### config.mk
export PLATFORM = sky130hd
export DESIGN_NAME = spi_capture_slave
export DESIGN_NICKNAME = d
export VERILOG_FILES = /design/src/rtl/spi_capture_pkg.sv /design/src/rtl/spi_shift_byte.sv /design/src/rtl/spi_capture_slave.sv
export SDC_FILE = /design/constraint.sdc
export NUM_CORES = 1
export LEC_CHECK = 0
export ABC_AREA = 1
export ABC_CLOCK_PERIOD_IN_PS = 13450
export BUFFER_PORTS_ARGS = -buffer_cell sky130_fd_sc_hd__buf_2
export CORE_UTILIZATION = 62
export CTS_CLUSTER_SIZE = 16
export DETAILED_ROUTE_END_ITERATION = 16
export PLACE_DENSITY = 0.84
export SLEW_MARGIN = 20
export SYNTH_ARGS = -nofsm -noshare
export SYNTH_HDL_FRONTEND = slang
export SYNTH_HIERARCHICAL = 1
export SYNTH_SLANG_ARGS = --single-unit
### constraint.sdc
create_clock -name sclk -period 13.45 [get_ports sclk]
set_clock_uncertainty 0.2 [all_clocks]
set_input_delay 0.6725 -clock sclk [delete_from_list [all_inputs] [get_ports sclk]]
set_output_delay 0.6725 -clock sclk [all_outputs]
set_load 0.01 [all_outputs]
### src/rtl/spi_capture_pkg.sv
// rtl/spi_capture_pkg.sv - shared opcodes, FSM states and status bit positions
//
// Purpose: definitions shared by the SPI capture slave and its helpers.
// Ports:   none (package).

package spi_capture_pkg;

  // Command byte opcodes (first byte of every frame)
  localparam logic [7:0] CMD_NOP       = 8'h00;
  localparam logic [7:0] CMD_CAP_START = 8'h01;
  localparam logic [7:0] CMD_CAP_STOP  = 8'h02;
  localparam logic [7:0] CMD_STREAM    = 8'h03;
  localparam logic [7:0] CMD_WR_CFG    = 8'h04;
  localparam logic [7:0] CMD_RD_STAT   = 8'h05;

  // Frame FSM; every frame starts in ST_CMD
  typedef enum logic [2:0] {
    ST_CMD     = 3'd0,
    ST_CFG_RX  = 3'd1,
    ST_STAT_TX = 3'd2,
    ST_STREAM  = 3'd3,
    ST_IGNORE  = 3'd4
  } spi_state_t;

  // Bit positions inside status byte 0
  localparam int STAT_BUSY_BIT     = 7;
  localparam int STAT_UNDERRUN_BIT = 6;
  localparam int STAT_RD_VALID_BIT = 5;

endpackage

### src/rtl/spi_shift_byte.sv
// rtl/spi_shift_byte.sv - SPI mode 0 byte shifter with bit counter and tx load
//
// Purpose: assembles MSB-first bytes from mosi and shifts a tx byte out on miso.
// Ports:
//   sclk       SPI clock, all state on rising edge
//   reset_n    async active-low clear (the top feeds a frame reset here)
//   mosi       serial input, sampled on rising sclk
//   load       replace the tx register with load_data on this edge
//   load_data  parallel tx byte
//   byte_done  high during the cycle whose rising edge completes a byte
//   rx_byte    the byte being completed (valid when byte_done is high)
//   tx_bit     current tx MSB, drives miso

module spi_shift_byte (
  input  logic       sclk,
  input  logic       reset_n,
  input  logic       mosi,
  input  logic       load,
  input  logic [7:0] load_data,
  output logic       byte_done,
  output logic [7:0] rx_byte,
  output logic       tx_bit
);

  logic [2:0] bit_cnt;
  logic [6:0] rx_sr;
  logic [7:0] tx_sr;

  // Decisions are taken on the edge that samples bit 0, so the completed byte
  // is formed from the seven bits already held plus the live mosi bit.
  assign byte_done = (bit_cnt == 3'd7);
  assign rx_byte   = {rx_sr, mosi};
  assign tx_bit    = tx_sr[7];

  always_ff @(posedge sclk or negedge reset_n) begin
    if (!reset_n) begin
      bit_cnt <= '0;
      rx_sr   <= '0;
      tx_sr   <= '0;
    end else begin
      bit_cnt <= bit_cnt + 3'd1;
      rx_sr   <= {rx_sr[5:0], mosi};
      if (load) begin
        tx_sr <= load_data;
      end else begin
        tx_sr <= {tx_sr[6:0], 1'b0};
      end
    end
  end

endmodule

### src/rtl/spi_capture_slave.sv
// rtl/spi_capture_slave.sv - SPI mode 0 slave controlling a capture engine
//
// Purpose: decodes a command byte per frame, accepts channel/length config,
//          returns status and streams captured words with a prefetch handshake.
// Ports:
//   sclk, reset_n  SPI clock (rising edge) and async active-low reset
//   cs_n           chip select, high clears all frame state asynchronously
//   mosi, miso     serial data in / out, MSB first
//   cap_start      one-sclk pulse on a decoded CAP_START command
//   cap_stop       one-sclk pulse on a decoded CAP_STOP command
//   ch_mask        channel enable configuration
//   cap_len        capture length in words
//   rd_req         one-sclk pulse requesting the next stream word
//   rd_word        stream word from upstream, qualified by rd_valid
//   busy           capture engine running, reported in status
//   underrun       sticky: a stream load found rd_valid low

module spi_capture_slave
  import spi_capture_pkg::*;
#(
  parameter int WORD_BYTES = 2,
  parameter int NUM_CH     = 6,
  parameter int LEN_BYTES  = 3
) (
  input  logic                      sclk,
  input  logic                      reset_n,
  input  logic                      cs_n,
  input  logic                      mosi,
  output logic                      miso,
  output logic                      cap_start,
  output logic                      cap_stop,
  output logic [NUM_CH-1:0]         ch_mask,
  output logic [8*LEN_BYTES-1:0]    cap_len,
  output logic                      rd_req,
  input  logic [8*WORD_BYTES-1:0]   rd_word,
  input  logic                      rd_valid,
  input  logic                      busy,
  output logic                      underrun
);

  localparam int WORD_W = 8 * WORD_BYTES;
  localparam int LEN_W  = 8 * LEN_BYTES;

  // Frame logic is held in reset whenever the chip is deselected.
  logic frame_rst_n;
  assign frame_rst_n = reset_n & ~cs_n;

  // Shifter interface
  logic       byte_done;
  logic [7:0] rx_byte;
  logic       tx_load;
  logic [7:0] tx_data;

  // Frame state
  spi_state_t        state_q, state_d;
  logic [3:0]        byte_cnt;
  logic [2:0]        wbyte, wbyte_d;
  logic [WORD_W-1:0] word_buf, word_d;
  logic [NUM_CH-1:0] mask_sh;
  logic [LEN_W-1:0]  len_sh, len_next;

  // Decoded per-edge actions
  logic start_d, stop_d, req_d;
  logic ur_set, ur_clr;
  logic cfg_commit, mask_cap, len_shift;
  logic word_boundary;

  logic [7:0] stat0, mask8;

  spi_shift_byte u_shift (
    .sclk      (sclk),
    .reset_n   (frame_rst_n),
    .mosi      (mosi),
    .load      (tx_load),
    .load_data (tx_data),
    .byte_done (byte_done),
    .rx_byte   (rx_byte),
    .tx_bit    (miso)
  );

  always_comb begin
    stat0                    = '0;
    stat0[STAT_BUSY_BIT]     = busy;
    stat0[STAT_UNDERRUN_BIT] = underrun;
    stat0[STAT_RD_VALID_BIT] = rd_valid;
  end

  assign mask8    = 8'(ch_mask);
  assign len_next = (len_sh << 8) | LEN_W'(rx_byte);

  // Status byte idx: 0 status, 1 mask, then cap_len MSB first, then zeros.
  function automatic logic [7:0] stat_byte(input logic [4:0]       idx,
                                           input logic [7:0]       s0,
                                           input logic [7:0]       m8,
                                           input logic [LEN_W-1:0] len);
    logic [7:0] r;
    r = '0;
    if (idx == 5'd0) begin
      r = s0;
    end else if (idx == 5'd1) begin
      r = m8;
    end else begin
      for (int k = 0; k < LEN_BYTES; k++) begin
        if (idx == 5'(k + 2)) begin
          r = len[8*(LEN_BYTES-1-k) +: 8];
        end
      end
    end
    return r;
  endfunction

  // Byte idx of a buffered stream word, 0 = MSB byte.
  function automatic logic [7:0] word_byte(input logic [WORD_W-1:0] w,
                                           input logic [3:0]        idx);
    logic [7:0] r;
    r = '0;
    for (int i = 0; i < WORD_BYTES; i++) begin
      if (idx == 4'(i)) begin
        r = w[8*(WORD_BYTES-1-i) +: 8];
      end
    end
    return r;
  endfunction

  always_comb begin
    state_d       = state_q;
    tx_load       = 1'b0;
    tx_data       = '0;
    start_d       = 1'b0;
    stop_d        = 1'b0;
    req_d         = 1'b0;
    ur_set        = 1'b0;
    ur_clr        = 1'b0;
    cfg_commit    = 1'b0;
    mask_cap      = 1'b0;
    len_shift     = 1'b0;
    word_boundary = 1'b0;
    word_d        = word_buf;
    wbyte_d       = wbyte;

    case (state_q)
      ST_CMD: begin
        if (byte_done) begin
          case (rx_byte)
            CMD_NOP: state_d = ST_IGNORE;
            CMD_CAP_START: begin
              start_d = 1'b1;
              state_d = ST_IGNORE;
            end
            CMD_CAP_STOP: begin
              stop_d  = 1'b1;
              state_d = ST_IGNORE;
            end
            CMD_STREAM: begin
              state_d       = ST_STREAM;
              word_boundary = 1'b1;
            end
            CMD_WR_CFG: state_d = ST_CFG_RX;
            CMD_RD_STAT: begin
              state_d = ST_STAT_TX;
              tx_load = 1'b1;
              tx_data = stat_byte(5'd0, stat0, mask8, cap_len);
            end
            default: state_d = ST_IGNORE;
          endcase
        end
      end

      ST_CFG_RX: begin
        if (byte_done) begin
          if (byte_cnt == 4'd0) begin
            mask_cap = 1'b1;
          end else if (byte_cnt <= 4'(LEN_BYTES)) begin
            len_shift = 1'b1;
          end
          // Config becomes visible only once the whole record has arrived.
          if (byte_cnt == 4'(LEN_BYTES)) begin
            cfg_commit = 1'b1;
          end
        end
      end

      ST_STAT_TX: begin
        if (byte_done) begin
          tx_load = 1'b1;
          tx_data = stat_byte({1'b0, byte_cnt} + 5'd1, stat0, mask8, cap_len);
          if (byte_cnt == 4'd0) begin
            ur_clr = 1'b1;
          end
        end
      end

      ST_STREAM: begin
        if (byte_done) begin
          if (wbyte == 3'(WORD_BYTES - 1)) begin
            word_boundary = 1'b1;
          end else begin
            wbyte_d = wbyte + 3'd1;
            tx_load = 1'b1;
            tx_data = word_byte(word_buf, {1'b0, wbyte} + 4'd1);
          end
        end
      end

      default: ;
    endcase

    // Word load: the request for the next word goes out on the same edge the
    // current one is taken, giving upstream a full word time to refill.
    if (word_boundary) begin
      tx_load = 1'b1;
      wbyte_d = '0;
      if (rd_valid) begin
        word_d = rd_word;
        req_d  = 1'b1;
      end else begin
        word_d = '1;
        ur_set = 1'b1;
      end
      tx_data = word_d[WORD_W-1 -: 8];
    end
  end

  always_ff @(posedge sclk or negedge frame_rst_n) begin
    if (!frame_rst_n) begin
      state_q   <= ST_CMD;
      byte_cnt  <= '0;
      wbyte     <= '0;
      word_buf  <= '0;
      mask_sh   <= '0;
      len_sh    <= '0;
      cap_start <= 1'b0;
      cap_stop  <= 1'b0;
      rd_req    <= 1'b0;
    end else begin
      state_q   <= state_d;
      cap_start <= start_d;
      cap_stop  <= stop_d;
      rd_req    <= req_d;
      wbyte     <= wbyte_d;
      word_buf  <= word_d;
      // byte_cnt counts payload bytes after the command, saturating.
      if (byte_done && (state_q != ST_CMD) && (byte_cnt != 4'hF)) begin
        byte_cnt <= byte_cnt + 4'd1;
      end
      if (mask_cap) begin
        mask_sh <= rx_byte[NUM_CH-1:0];
      end
      if (len_shift) begin
        len_sh <= len_next;
      end
    end
  end

  // Configuration and the sticky underrun survive chip-select cycling.
  always_ff @(posedge sclk or negedge reset_n) begin
    if (!reset_n) begin
      ch_mask  <= '1;
      cap_len  <= '0;
      underrun <= 1'b0;
    end else begin
      if (cfg_commit) begin
        ch_mask <= mask_sh;
        cap_len <= len_next;
      end
      if (ur_set) begin
        underrun <= 1'b1;
      end else if (ur_clr) begin
        underrun <= 1'b0;
      end
    end
  end

endmodule
Word level (Yosys, flattened, before mapping). Cells that the tools add are included.

Add/subtract/negate cells: 5. Magnitude comparators: 1. Eq/ne operators: 18. Mux-type cells: 56. Bitwise gates (word level): 3. Reductions and logical operators: 12.

Operators by type and width (number): 8-bit 2-to-1 mux (14); 1-bit 2-to-1 mux (33); 24-bit by 8-bit OR with 24-bit output (1); 8-bit case mux with 3 select lines (1); 8-bit by 2-bit == test with 1-bit output (second input constant) (2); 8-bit by 3-bit == test with 1-bit output (second input constant) (2); 16-bit 2-to-1 mux (1); 3-bit 2-to-1 mux (4); 5-bit by 2-bit == test with 1-bit output (second input constant) (2); 3-bit case mux with 3 select lines (1); 8-bit by 1-bit == test with 1-bit output (second input constant) (1); 4-bit zero test (2); 3-bit by 1-bit adder with 3-bit output (second input constant) (2); 3-bit by 1-bit == test with 1-bit output (second input constant) (2); 3-bit by 2-bit == test with 1-bit output (second input constant) (2); 2-bit nonzero test (3); 4-bit by 1-bit adder with 5-bit output (second input constant) (1); 5-bit by 1-bit == test with 1-bit output (second input constant) (1); 5-bit by 3-bit == test with 1-bit output (second input constant) (1); 5-bit zero test (1); 3-bit by 1-bit adder with 4-bit output (second input constant) (1); 4-bit by 1-bit adder with 4-bit output (second input constant) (1); 4-bit by 1-bit == test with 1-bit output (second input constant) (1); 4-bit by 2-bit == test with 1-bit output (second input constant) (1); 13 further kinds (14).

Flip-flop bits (word level): 100. Input bits: 22. Output and inout port bits: 35. Logic and storage cells: 110.

Longest topological paths before layout. Gate-level depths: netlist of run 1.

Word-level depth: 11. Depth in mapped cells: 14. Depth with buffers taken out: 14.

Modules after synthesis. The synthesis of run 1 kept the hierarchy.

Modules (own cells, without submodules): spi_capture_slave (times used 1, cells each 487, area an instance 4078.9 um^2, sequential area each 2059.5 um^2); spi_shift_byte (times used 1, cells each 47, area an instance 588.1 um^2, sequential area each 450.4 um^2).

Worst setup path after synthesis of run 1. Ideal clock, no wire load.

Path kind: register -> register. Start point: register byte_cnt[0]. End point: register u_shift.tx_sr[5]. Setup time: 0.116 ns. Arrival time: 1.676 ns. Data required time: 13.134 ns. Setup slack: 11.458 ns. Stages on the path, launching flop included: 14. Buffers on the path: 0. Period minus slack after synthesis: 1.992 ns. Cells stage by stage: dfrtp_1 ha_1 nand3_2 nand3_2 nor3_4 inv_2 nand2_1 inv_1 nand2_1 nand2_1 nand2_1 nand3_1 nand2_1 nand2_1.

Cells in the longest elaborated chain, start to end: 11. Elaborated cells on any way between the ends: 15. Classes of those cells: add/sub: 1; eq/ne: 4; mux: 9; reduce/logical: 1.

Ends and longest elaborated chain: from (decl) (RTL line spi_capture_slave.sv:56) `logic [3:0] byte_cnt;`; from (signal assigned) (RTL line spi_capture_slave.sv:244) `byte_cnt <= byte_cnt + 4'd1;`; 4-bit by 1-bit adder with 5-bit output * (RTL line spi_capture_slave.sv:186) `tx_data = stat_byte({1'b0, byte_cnt} + 5'd1, stat0, mask8, cap_len);`; 5-bit by 2-bit == test with 1-bit output (RTL line spi_capture_slave.sv:104) `if (idx == 5'(k + 2)) begin`; 8-bit 2-to-1 mux (3 in a row) (RTL line spi_capture_slave.sv:104); 8-bit 2-to-1 mux (RTL line spi_capture_slave.sv:100) `end else if (idx == 5'd1) begin`; 8-bit 2-to-1 mux * (RTL line spi_capture_slave.sv:98) `if (idx == 5'd0) begin`; 8-bit 2-to-1 mux * (RTL line spi_capture_slave.sv:184) `if (byte_done) begin`; 8-bit case mux with 3 select lines * (RTL line spi_capture_slave.sv:141) `case (state_q)`; 8-bit 2-to-1 mux * (RTL line spi_capture_slave.sv:210) `if (word_boundary) begin`; net tx_data[5] (RTL line spi_capture_slave.sv:52) `logic [7:0] tx_data;`; 8-bit 2-to-1 mux * (RTL line spi_shift_byte.sv:43) `if (load) begin`; to (signal assigned) (RTL line spi_shift_byte.sv:44) `tx_sr <= load_data;`; to (signal assigned) (RTL line spi_shift_byte.sv:46) `tx_sr <= {tx_sr[6:0], 1'b0};`; to (decl) (RTL line spi_shift_byte.sv:27) `logic [7:0] tx_sr;`.

Mark *: on every way through the listed nets, which the timed path passes. The rest lies on a longest branch. A chain may end at the register's enable or synchronous reset.

Worst setup path in the final report of run 1.
Start point: register byte_cnt[0]. End point: register u_shift.tx_sr[1].

Same word-level chain as after synthesis.

==> impl_metrics.yaml, run 1 <==
run_status:
  status: "complete, no violations"
run:
  maxCapViolCount: 0
global_route:
  grt_max_degree: 70
  grt_pass1_wl_um: 16700
  grt_overflow_total: 0
  antenna_found_initial: 0
  grt_pass1_vias: 3571
  grtUsageTotal: 0.282
clock_network:
  ctsResizeCount: 0
  cts.sinks: 100
  clk_latency_ns: 0.36
  htreeDepth: 3
  ctsHoldBuffers: 0
  cts_tree: "yes"
  numCtsBuffers: 9
  post-cts-setup-buffer-count: 0
  root_buffer: "clkbuf_8"
  cts_buffer_depth: 2
  path_clk_slew_ns: 0.10
place:
  place_area_um2: 5000
  place_ws_ns: 10.94
  io_buffer_count: 56
  dp_hpwl_um: 7080
  gp_congestion: 0.844
cells_and_area:
  layout-drive-gt1-share: 0.189
  final_common_cell: "nand2_1"
  final_cell_area_um2: 5230
  synthToLayoutAreaGrowth_pct: 12.1
  final_cell_mix: "96 x nand2_1, 94 x dfrtp_1, 74 x inv_1"
  final_util: 0.722
  layout.nets: 620
  diodes: 0
pwr:
  comb_power_share: 0.023
  leakage_nw: 2.70
  swShare: 0.215
  p_sw_w: 0.000112
  cellPowerDensity_nw_per_um2: 99.8
  internal_power_w: 0.000410
  pwr-share-clk: 0.398
  seq_power_share: 0.580
  vdd_ir_drop_max_mv: 0.0771
routing:
  wl_met3_um: 675
  highest_layer: "met4"
  vias: 3795
  avgRoutedWirePerCell_um: 14.5
  drc_errors: 0
  wirelength_um: 10000
  routed_via_density: 5.49
  met2_length_um: 4870
  ant_nets: 0
  dr.pass1.iters: 5
  drt-met1-wl_um: 4370
  drtIter0Drc: 249
worst_hold_path:
  min_path_type: "in2async"
sta:
  timing.final.crit_period_ns: 2.37
  slew_violations: 0
  report.final.hold_viol_count: 0
  slew_headroom: 0.432
  max_slew.worst_pin.slew_ns: 0.853
  period_share: 0.176
  rsz0062_at_grt: "no"
  finalSetupViolCount: 0
  setup_tns_ns: 0
  fmax_mhz: 422
  setup_slack_ns: 11.08
  fin_hold_ws_ns: 0.156
synth:
  muxShareOfSynthArea: 0.0169
  synthAdderAreaFrac: 0.0295
  ys_seq_area_frac: 0.538
  synth_top_family_by_area: "simple AND/OR/NAND/NOR gates"
  netlist.area_leader.share: 0.504
  synth_area_leaders: "dfrtp_1 50%, nand2_1 7.7%, inv_1 6.0%"
  netlist_area_um2: 4670
  syn_nets: 567
  yosysTopAreaCell: "dfrtp_1"
  synth-seq-cells: 100
  synthXorXnorAreaFrac: 0.00563
  synth_cells: 534
  ys_types: 32
  synth_warnings: 6
  synth-simple-area-share: 0.188
  avgSynthCellArea_um2: 8.74
  synth-compound-area-share: 0.135
worst_setup_path:
  end_kind: "register"
  critPathLaunchType: "register"
  path_max_fanout: 9
  crit_required_ns: 13.54
  r2r_slack_ns: 11.08
  path_class: "reg2reg"
  critPathArrivalTime_ns: 2.46
die:
  rows: 31
  dieArea_um2: 7880
  die_width_um: 88.8
  core-area_um2: 7250
  pin_count: 57
  initial_utilization: 0.643
  die_h_um: 88.8
-- critical path, stage by stage, from the launching register on --
cell	delay [ns]
dfrtp_1	0.46
ha_1	0.30
inv_2	0.08
nand2_1	0.06
nand2_2	0.10
nand3_2	0.19
nor2_2	0.22
inv_1	0.12
o21ai_0	0.22
o21ai_1	0.12
nand3_1	0.08
nand2_1	0.06
nand2_1	0.08
-- cell usage after synthesis (all sizes together) --
master and instances:
nand3 36, nor2 47, ha 11, buf 15, clkbuf 2, o21bai 2, and2 1, o21ai 79
mux2 7, xor2 2, inv 80, dfstp 6, o31ai 1, nand2 99, a21oi 29, nor3 5
o22ai 8, dfrtp 94, nand4 9, xnor2 1
-- kinds of logic after synthesis --
group / Yosys count
buffers and inverters: 97
adders and majority gates: 11
xor gates and xnor gates: 3
muxes: 7
DFF: 100
and+or+nand+nor: 197
AOI/OAI and AO/OA: 119
-- through the flow --
step / instances / total power, W
after CTS: 690 / 0.000525
after floorplan: 534 / 0.000313
final: 691 / 0.000523
after global routing: 691 / 0.000540
after global placement: 674 / 0.000321
after detailed placement: 674 / 0.000321
-- power groups by stage --
stage / Combinational, W / Sequential, W / Clock [W]
2_1_floorplan: 0.00000514 / 0.000308 / 0
3_3_place_gp: 0.0000120 / 0.000309 / 0
3_5_place_dp: 0.0000123 / 0.000309 / 0
4_1_cts: 0.0000123 / 0.000303 / 0.000210
5_1_grt: 0.0000139 / 0.000303 / 0.000222
6_report: 0.0000119 / 0.000303 / 0.000208
-- layer usage --
metal | GRT usage | vias up
met5 | 0 | -
li1 | - | 1826
met2 | 0.453 | 165
met4 | 0.0894 | 0
met1 | 0.385 | 1788
met3 | 0.0616 | 16
-- sequential cells by signal, indices dropped and copies added (netlist names) --
| register | cells |
|---|---|
| ch_mask | 6 |
| underrun | 1 |
| word_buf | 16 |
| rd_req | 1 |
| u_shift/bit_cnt | 3 |
| cap_len | 24 |
| u_shift/tx_sr | 8 |
| cap_stop | 1 |
| cap_start | 1 |
| u_shift/rx_sr | 7 |
| mask_sh | 6 |
| state_q | 3 |
| byte_cnt | 4 |
| wbyte | 3 |
| len_sh | 16 |
-- final timing paths --
check                                              from                           end  cells past startpoint
hold reg to reg            u_shift/bit_cnt[0]$_DFF_PN0_  u_shift/bit_cnt[0]$_DFF_PN0_                      1
min in group sclk          u_shift/bit_cnt[0]$_DFF_PN0_  u_shift/bit_cnt[0]$_DFF_PN0_                      1
setup / recovery                byte_cnt[0]$_DFFE_PN0P_    u_shift/tx_sr[1]$_DFF_PN0_                     12
setup reg to reg                byte_cnt[0]$_DFFE_PN0P_    u_shift/tx_sr[1]$_DFF_PN0_                     12
max in group asynchronous                       reset_n            cap_stop$_DFF_PN0_                      4
hold / removal                                  reset_n       cap_len[23]$_DFFE_PN0P_                      1
-- area by class of cell --
cell class	count	area (um2)
Clock inverter	5	85.1
Inverter	80	303
Fill cell	560	2020
Clock buffer	11	131
Timing Repair Buffer	59	315
Sequential cell	100	2510
Multi-Input combinational cell	337	1770
Tap cell	99	124
(Power assumes the default switching activity.)
==> run 2, diff against run 1 <==
Settings changed: ABC_CLOCK_PERIOD_IN_PS 13450 to 2140, CORE_UTILIZATION 62 to 52, PLACE_DENSITY 0.84 to 0.75.
Clock period 13.45 ns to 2.14 ns, I/O delays scaled along.
==> impl_metrics.yaml, run 2 (synthesis gave the netlist of run 1 again) <==
run_status:
  status: "complete, no violations"
pwr:
  leakage_nw: 2.88
  vdd_ir_drop_max_mv: 0.326
  cellPowerDensity_nw_per_um2: 564
  power_w: 0.00319
worst_hold_path:
  min_path_type: "in2async"
run:
  maxCapViolCount: 0
clock_network:
  cts.sinks: 100
  path_clk_slew_ns: 0.11
  cts_buffer_depth: 2
  root_buffer: "clkbuf_8"
  htreeDepth: 3
  numCtsBuffers: 9
  cts_tree: "yes"
  clk_latency_ns: 0.36
die:
  die_width_um: 96.7
  die_h_um: 96.7
  pin_count: 57
  rows: 34
  initial_utilization: 0.535
  dieArea_um2: 9360
  core-area_um2: 8720
sta:
  timing.final.crit_period_ns: 2.07
  rsz0062_at_grt: "yes"
  period_share: 0.965
  max_slew.worst_pin.slew_ns: 0.492
  finalSetupViolCount: 0
  report.final.hold_viol_count: 0
  slew_violations: 0
  setup_slack_ns: 0.0739
  fmax_mhz: 484
  slew_headroom: 0.671
cells_and_area:
  layout.nets: 659
  final_common_cell: "nand2_1"
  synthToLayoutAreaGrowth_pct: 21.3
  reg_top3: "cap_len x24, len_sh x16, word_buf x16"
  largest_register_ffs: 24
  fill_cells: 709
  final_util: 0.649
  diodes: 0
  seq_area_um2: 2510
  layout-drive-gt1-share: 0.235
  final_cell_mix: "95 x nand2_1, 93 x dfrtp_1, 70 x inv_1"
  regMostFlops: "cap_len"
  fin_cells: 739
  multi_input_area_um2: 1840
place:
  gp_congestion: 0.848
  place_inst: 702
  dp_hpwl_um: 7710
  place_ws_ns: -0.0892
  io_buffer_count: 56
global_route:
  grt_overflow_total: 0
  antenna_found_initial: 0
  grt_max_degree: 70
  grt_pass1_vias: 3861
  grt_pass1_wl_um: 18200
  grtUsageTotal: 0.241
routing:
  drc_errors: 0
  ant_nets: 0
  drtIter0Drc: 184
  routed_via_density: 5.28
  dr.pass1.iters: 4
  vias: 3903
  wirelength_um: 10900
  avgRoutedWirePerCell_um: 14.8
worst_setup_path:
  crit_required_ns: 2.25
  path_max_fanout: 9
  critPathArrivalTime_ns: 2.17
  end_kind: "register"
  path_class: "reg2reg"
  critPathLaunchType: "register"
## run 2: cell count changes in the layout (fill, tap and decap cells not counted), moves of 3 or more
cell,delta
buf_4,+15
dlygate4sd3_1,+21
ha_1,-3
inv_1,-4
inv_2,+4
inv_6,+3
nor2_1,-3
o21ai_0,-10
o21ai_1,+9
## run 2: path summary, 6_finish.rpt
kind	startpoint	endpoint	slack (ns)	cells past startpoint
worst max-delay path	u_shift/bit_cnt[0]$_DFF_PN0_	u_shift/tx_sr[5]$_DFF_PN0_	0.07	10
worst min-delay path	reset_n	cap_len[19]$_DFFE_PN0P_	0.16	3
worst max register to register	u_shift/bit_cnt[0]$_DFF_PN0_	u_shift/tx_sr[5]$_DFF_PN0_	0.07	10
worst min register to register	u_shift/rx_sr[5]$_DFF_PN0_	u_shift/rx_sr[6]$_DFF_PN0_	0.24	0
max in group asynchronous	reset_n	rd_req$_DFF_PN0_	1.15	5
min in group sclk	u_shift/rx_sr[5]$_DFF_PN0_	u_shift/rx_sr[6]$_DFF_PN0_	0.24	0
## run 2: what timing repair did
action,4_1_cts,5_1_grt
hold buffers,21,0
pin swaps,0,5
endpoints found under the hold margin,132,0
setup endpoints to repair,10,17
resized for setup,5,30
setup buffers,0,0
## run 2: stage by stage
stage / area [um2] / TNS (ns) / hold WS (ns)
2_1_floorplan: 4670 / 0 / -0.389
3_3_place_gp: 5180 / -0.0110 / 0.0107
3_5_place_dp: 5180 / -0.458 / 0.0240
4_1_cts: 5590 / 0 / 0.166
5_1_grt: 5660 / -0.0847 / 0.192
6_report: 5660 / 0 / 0.157
## run 2: report_power, final
part	switching [W]	internal (W)	leakage (nW)
logic	0.0000680	0.0000467	1.53
registers	0.00000849	0.00190	1.25
clock network	0.000697	0.000477	0.0983
## run 2: per-layer routing
layer	global-route usage	vias to the layer above	wire length, um	part of all wire
met4	0.0792	0	195	0.018
met5	0	-	0	0
met1	0.333	1874	5040	0.46
met3	0.0289	19	410	0.038
li1	-	1907	-	-
met2	0.398	103	5260	0.48
## run 2: critical path: stages, from the launching register on
cell and delay (ns):
dfrtp_1 0.40, ha_1 0.22, ha_2 0.23, inv_2 0.10, o21ai_2 0.07, and2_4 0.14, nand2_4 0.11, nand3_2 0.20
inv_2 0.18, nand2_1 0.09, nand2_1 0.06
## run 2: area by class of cell
class / instances / share of cell area
flip-flops and latches: 100 / 0.444
repair buffers: 98 / 0.120
well taps: 108 / 0.0239
multi-input cells: 337 / 0.324
clock buffers: 10 / 0.0243
clock inverters: 6 / 0.00928
inverters: 80 / 0.0544
==> run 3, diff against run 2 <==
Settings changed: ABC_AREA 1 to 0, CTS_CLUSTER_DIAMETER set to 100.
==> impl_metrics.yaml, run 3 <==
worst_setup_path:
  rr_worst_depth: 8
  path_max_fanout: 10
  r2r_slack_ns: -0.16
  crit_required_ns: 2.20
  critPathArrivalTime_ns: 2.36
  end_kind: "register"
  path_class: "reg2reg"
  critPathLaunchType: "register"
sta:
  report.final.hold_viol_count: 0
  fmax_mhz: 435
  slew_headroom: 0.719
  timing.final.crit_period_ns: 2.30
  rsz0062_at_grt: "yes"
  fin_hold_ws_ns: 0.165
  period_share: 1.07
  finalSetupViolCount: 8
  max_slew.worst_pin.slew_ns: 0.422
  slew_violations: 0
  setup_slack_ns: -0.160
routing:
  drc_errors: 0
  dr.pass1.iters: 4
  avgRoutedWirePerCell_um: 18.3
  drtIter0Drc: 133
  wirelength_um: 11600
  ant_nets: 0
  vias: 3586
  routed_via_density: 5.64
synth:
  synth_commonest_cells: "94 x dfrtp_1, 53 x mux2_2, 33 x nor2_1"
  avgSynthCellArea_um2: 12.0
  yosysTopAreaCell: "dfrtp_1"
  yosysMostFrequentCell: "dfrtp_1"
  synth_top_family_by_area: "multiplexers"
  muxShareOfSynthArea: 0.149
  ys_seq_area_frac: 0.532
  synthAdderAreaFrac: 0.0292
  netlist.area_leader.share: 0.498
  synth_cells: 392
  synth_area_leaders: "dfrtp_1 50%, mux2_2 13%, dfstp_2 3.3%"
  synth_warnings: 6
  syn_nets: 425
  synthXorXnorAreaFrac: 0.00742
  ys_types: 59
  synth_edf_count: 0
  synthArstFlopShare: 1.00
  synth-seq-cells: 100
  synth_ff_type: "dfrtp_1"
  synth-compound-area-share: 0.108
  synth-simple-area-share: 0.126
  netlist_area_um2: 4720
pwr:
  pwr-share-clk: 0.281
  power_w: 0.00438
  internal_power_w: 0.00310
  swShare: 0.293
  seq_power_share: 0.491
  cellPowerDensity_nw_per_um2: 722
  p_sw_w: 0.00128
  vdd_ir_drop_max_mv: 0.385
  comb_power_share: 0.229
  leakage_nw: 3.01
place:
  dp_hpwl_um: 7650
  place_area_um2: 5430
  place_ws_ns: -0.236
  io_buffer_count: 56
  gp_congestion: 0.807
clock_network:
  numCtsBuffers: 9
  cts_buffer_depth: 2
  path_clk_slew_ns: 0.10
  cts.sinks: 100
  cts_tree: "yes"
  root_buffer: "clkbuf_8"
  clk_latency_ns: 0.37
  htreeDepth: 3
cells_and_area:
  regMostFlops: "cap_len"
  final_cell_mix: "94 x dfrtp_1, 57 x buf_2, 53 x mux2_2"
  layout.nets: 556
  final_cell_area_um2: 6070
  final_common_cell: "dfrtp_1"
  largest_register_ffs: 24
  synthToLayoutAreaGrowth_pct: 28.7
  reg_top3: "cap_len x24, len_sh x16, word_buf x16"
  diodes: 0
  layout-drive-gt1-share: 0.441
die:
  die_width_um: 97.3
  pin_count: 57
  dieArea_um2: 9460
  die_h_um: 97.3
  core-area_um2: 8760
  initial_utilization: 0.539
  rows: 34
run_status:
  violations: "setup timing"
  status: "complete, but fails checks"
global_route:
  grt.met1_usage: 0.328
  antenna_found_initial: 0
  grt_overflow_total: 0
  grtUsageMet3: 0.0547
  global_route.peak_usage_layer: "met2"
  grt_pass1_wl_um: 18200
  met2_usage: 0.417
  grt_max_degree: 70
  grtUsageTotal: 0.246
  grt_pass1_vias: 3650
worst_hold_path:
  min_path_type: "in2async"
run:
  maxCapViolCount: 0
run 3: power by group through the flow:
stage | logic, W | registers, W | clock network, W
after floorplan | 0.000497 | 0.00216 | 0
after global placement | 0.000858 | 0.00217 | 0
after detailed placement | 0.000883 | 0.00218 | 0
after CTS | 0.000997 | 0.00215 | 0.00126
after global routing | 0.00110 | 0.00217 | 0.00132
final | 0.00100 | 0.00215 | 0.00123
run 3: worst max-delay path, cell delays in order, from the launching register on:
cell,delay (ns)
dfrtp_1,0.45
inv_1,0.11
ha_1,0.23
buf_4,0.21
a21oi_1,0.05
a21oi_1,0.23
o22ai_1,0.13
a221o_1,0.29
mux2_4,0.27
run 3: cell type report:
cell class              instances  area, um2
flip-flops and latches        100       2510
fillers                       593       2690
inverters                      16       60.1
clock buffers                  11        131
multi-input cells             256       2090
repair buffers                140       1080
well taps                     108        135
clock inverters                 5       67.6
run 3: stage by stage:
stage               instances  utilization  setup TNS, ns
CTS                       631        0.679         -0.946
global route              636        0.693          -2.62
global placement          589        0.620          -1.09
detailed placement        589        0.620          -1.49
floorplan                 392            -         -0.792
finish                    636        0.693          -1.07
run 3: metal layers:
layer / routed length, um / share of wire
met1: 4930 / 0.42
met2: 5880 / 0.51
met3: 613 / 0.053
met4: 218 / 0.019
met5: 0 / 0
run 3: kinds of logic after synthesis:
logic type,Yosys count
AO/OA/AOI/OAI,75
AND/OR/NAND/NOR,106
multiplexers,60
XOR/XNOR,4
flip-flops,100
buffers and inverters,36
adder cells (fa/ha/maj),11
run 3: worst paths after layout:
path	start	end
worst max-delay path	byte_cnt[1]$_DFFE_PN0P_	u_shift/tx_sr[2]$_DFF_PN0_
worst min-delay path	reset_n	cap_len[23]$_DFFE_PN0P_
worst max register to register	byte_cnt[1]$_DFFE_PN0P_	u_shift/tx_sr[2]$_DFF_PN0_
worst min register to register	u_shift/tx_sr[3]$_DFF_PN0_	u_shift/tx_sr[4]$_DFF_PN0_
max in group asynchronous	reset_n	wbyte[2]$_DFFE_PN0P_
min in group sclk	u_shift/tx_sr[3]$_DFF_PN0_	u_shift/tx_sr[4]$_DFF_PN0_
run 3: timing repair:
item | in CTS | in global routing
setup endpoints to repair | 17 | 24
cloned | 1 | 3
pin swaps | 4 | 1
resized for setup | 20 | 6
setup buffers | 4 | 2
hold buffers | 21 | 0
hold endpoints to repair | 127 | 0
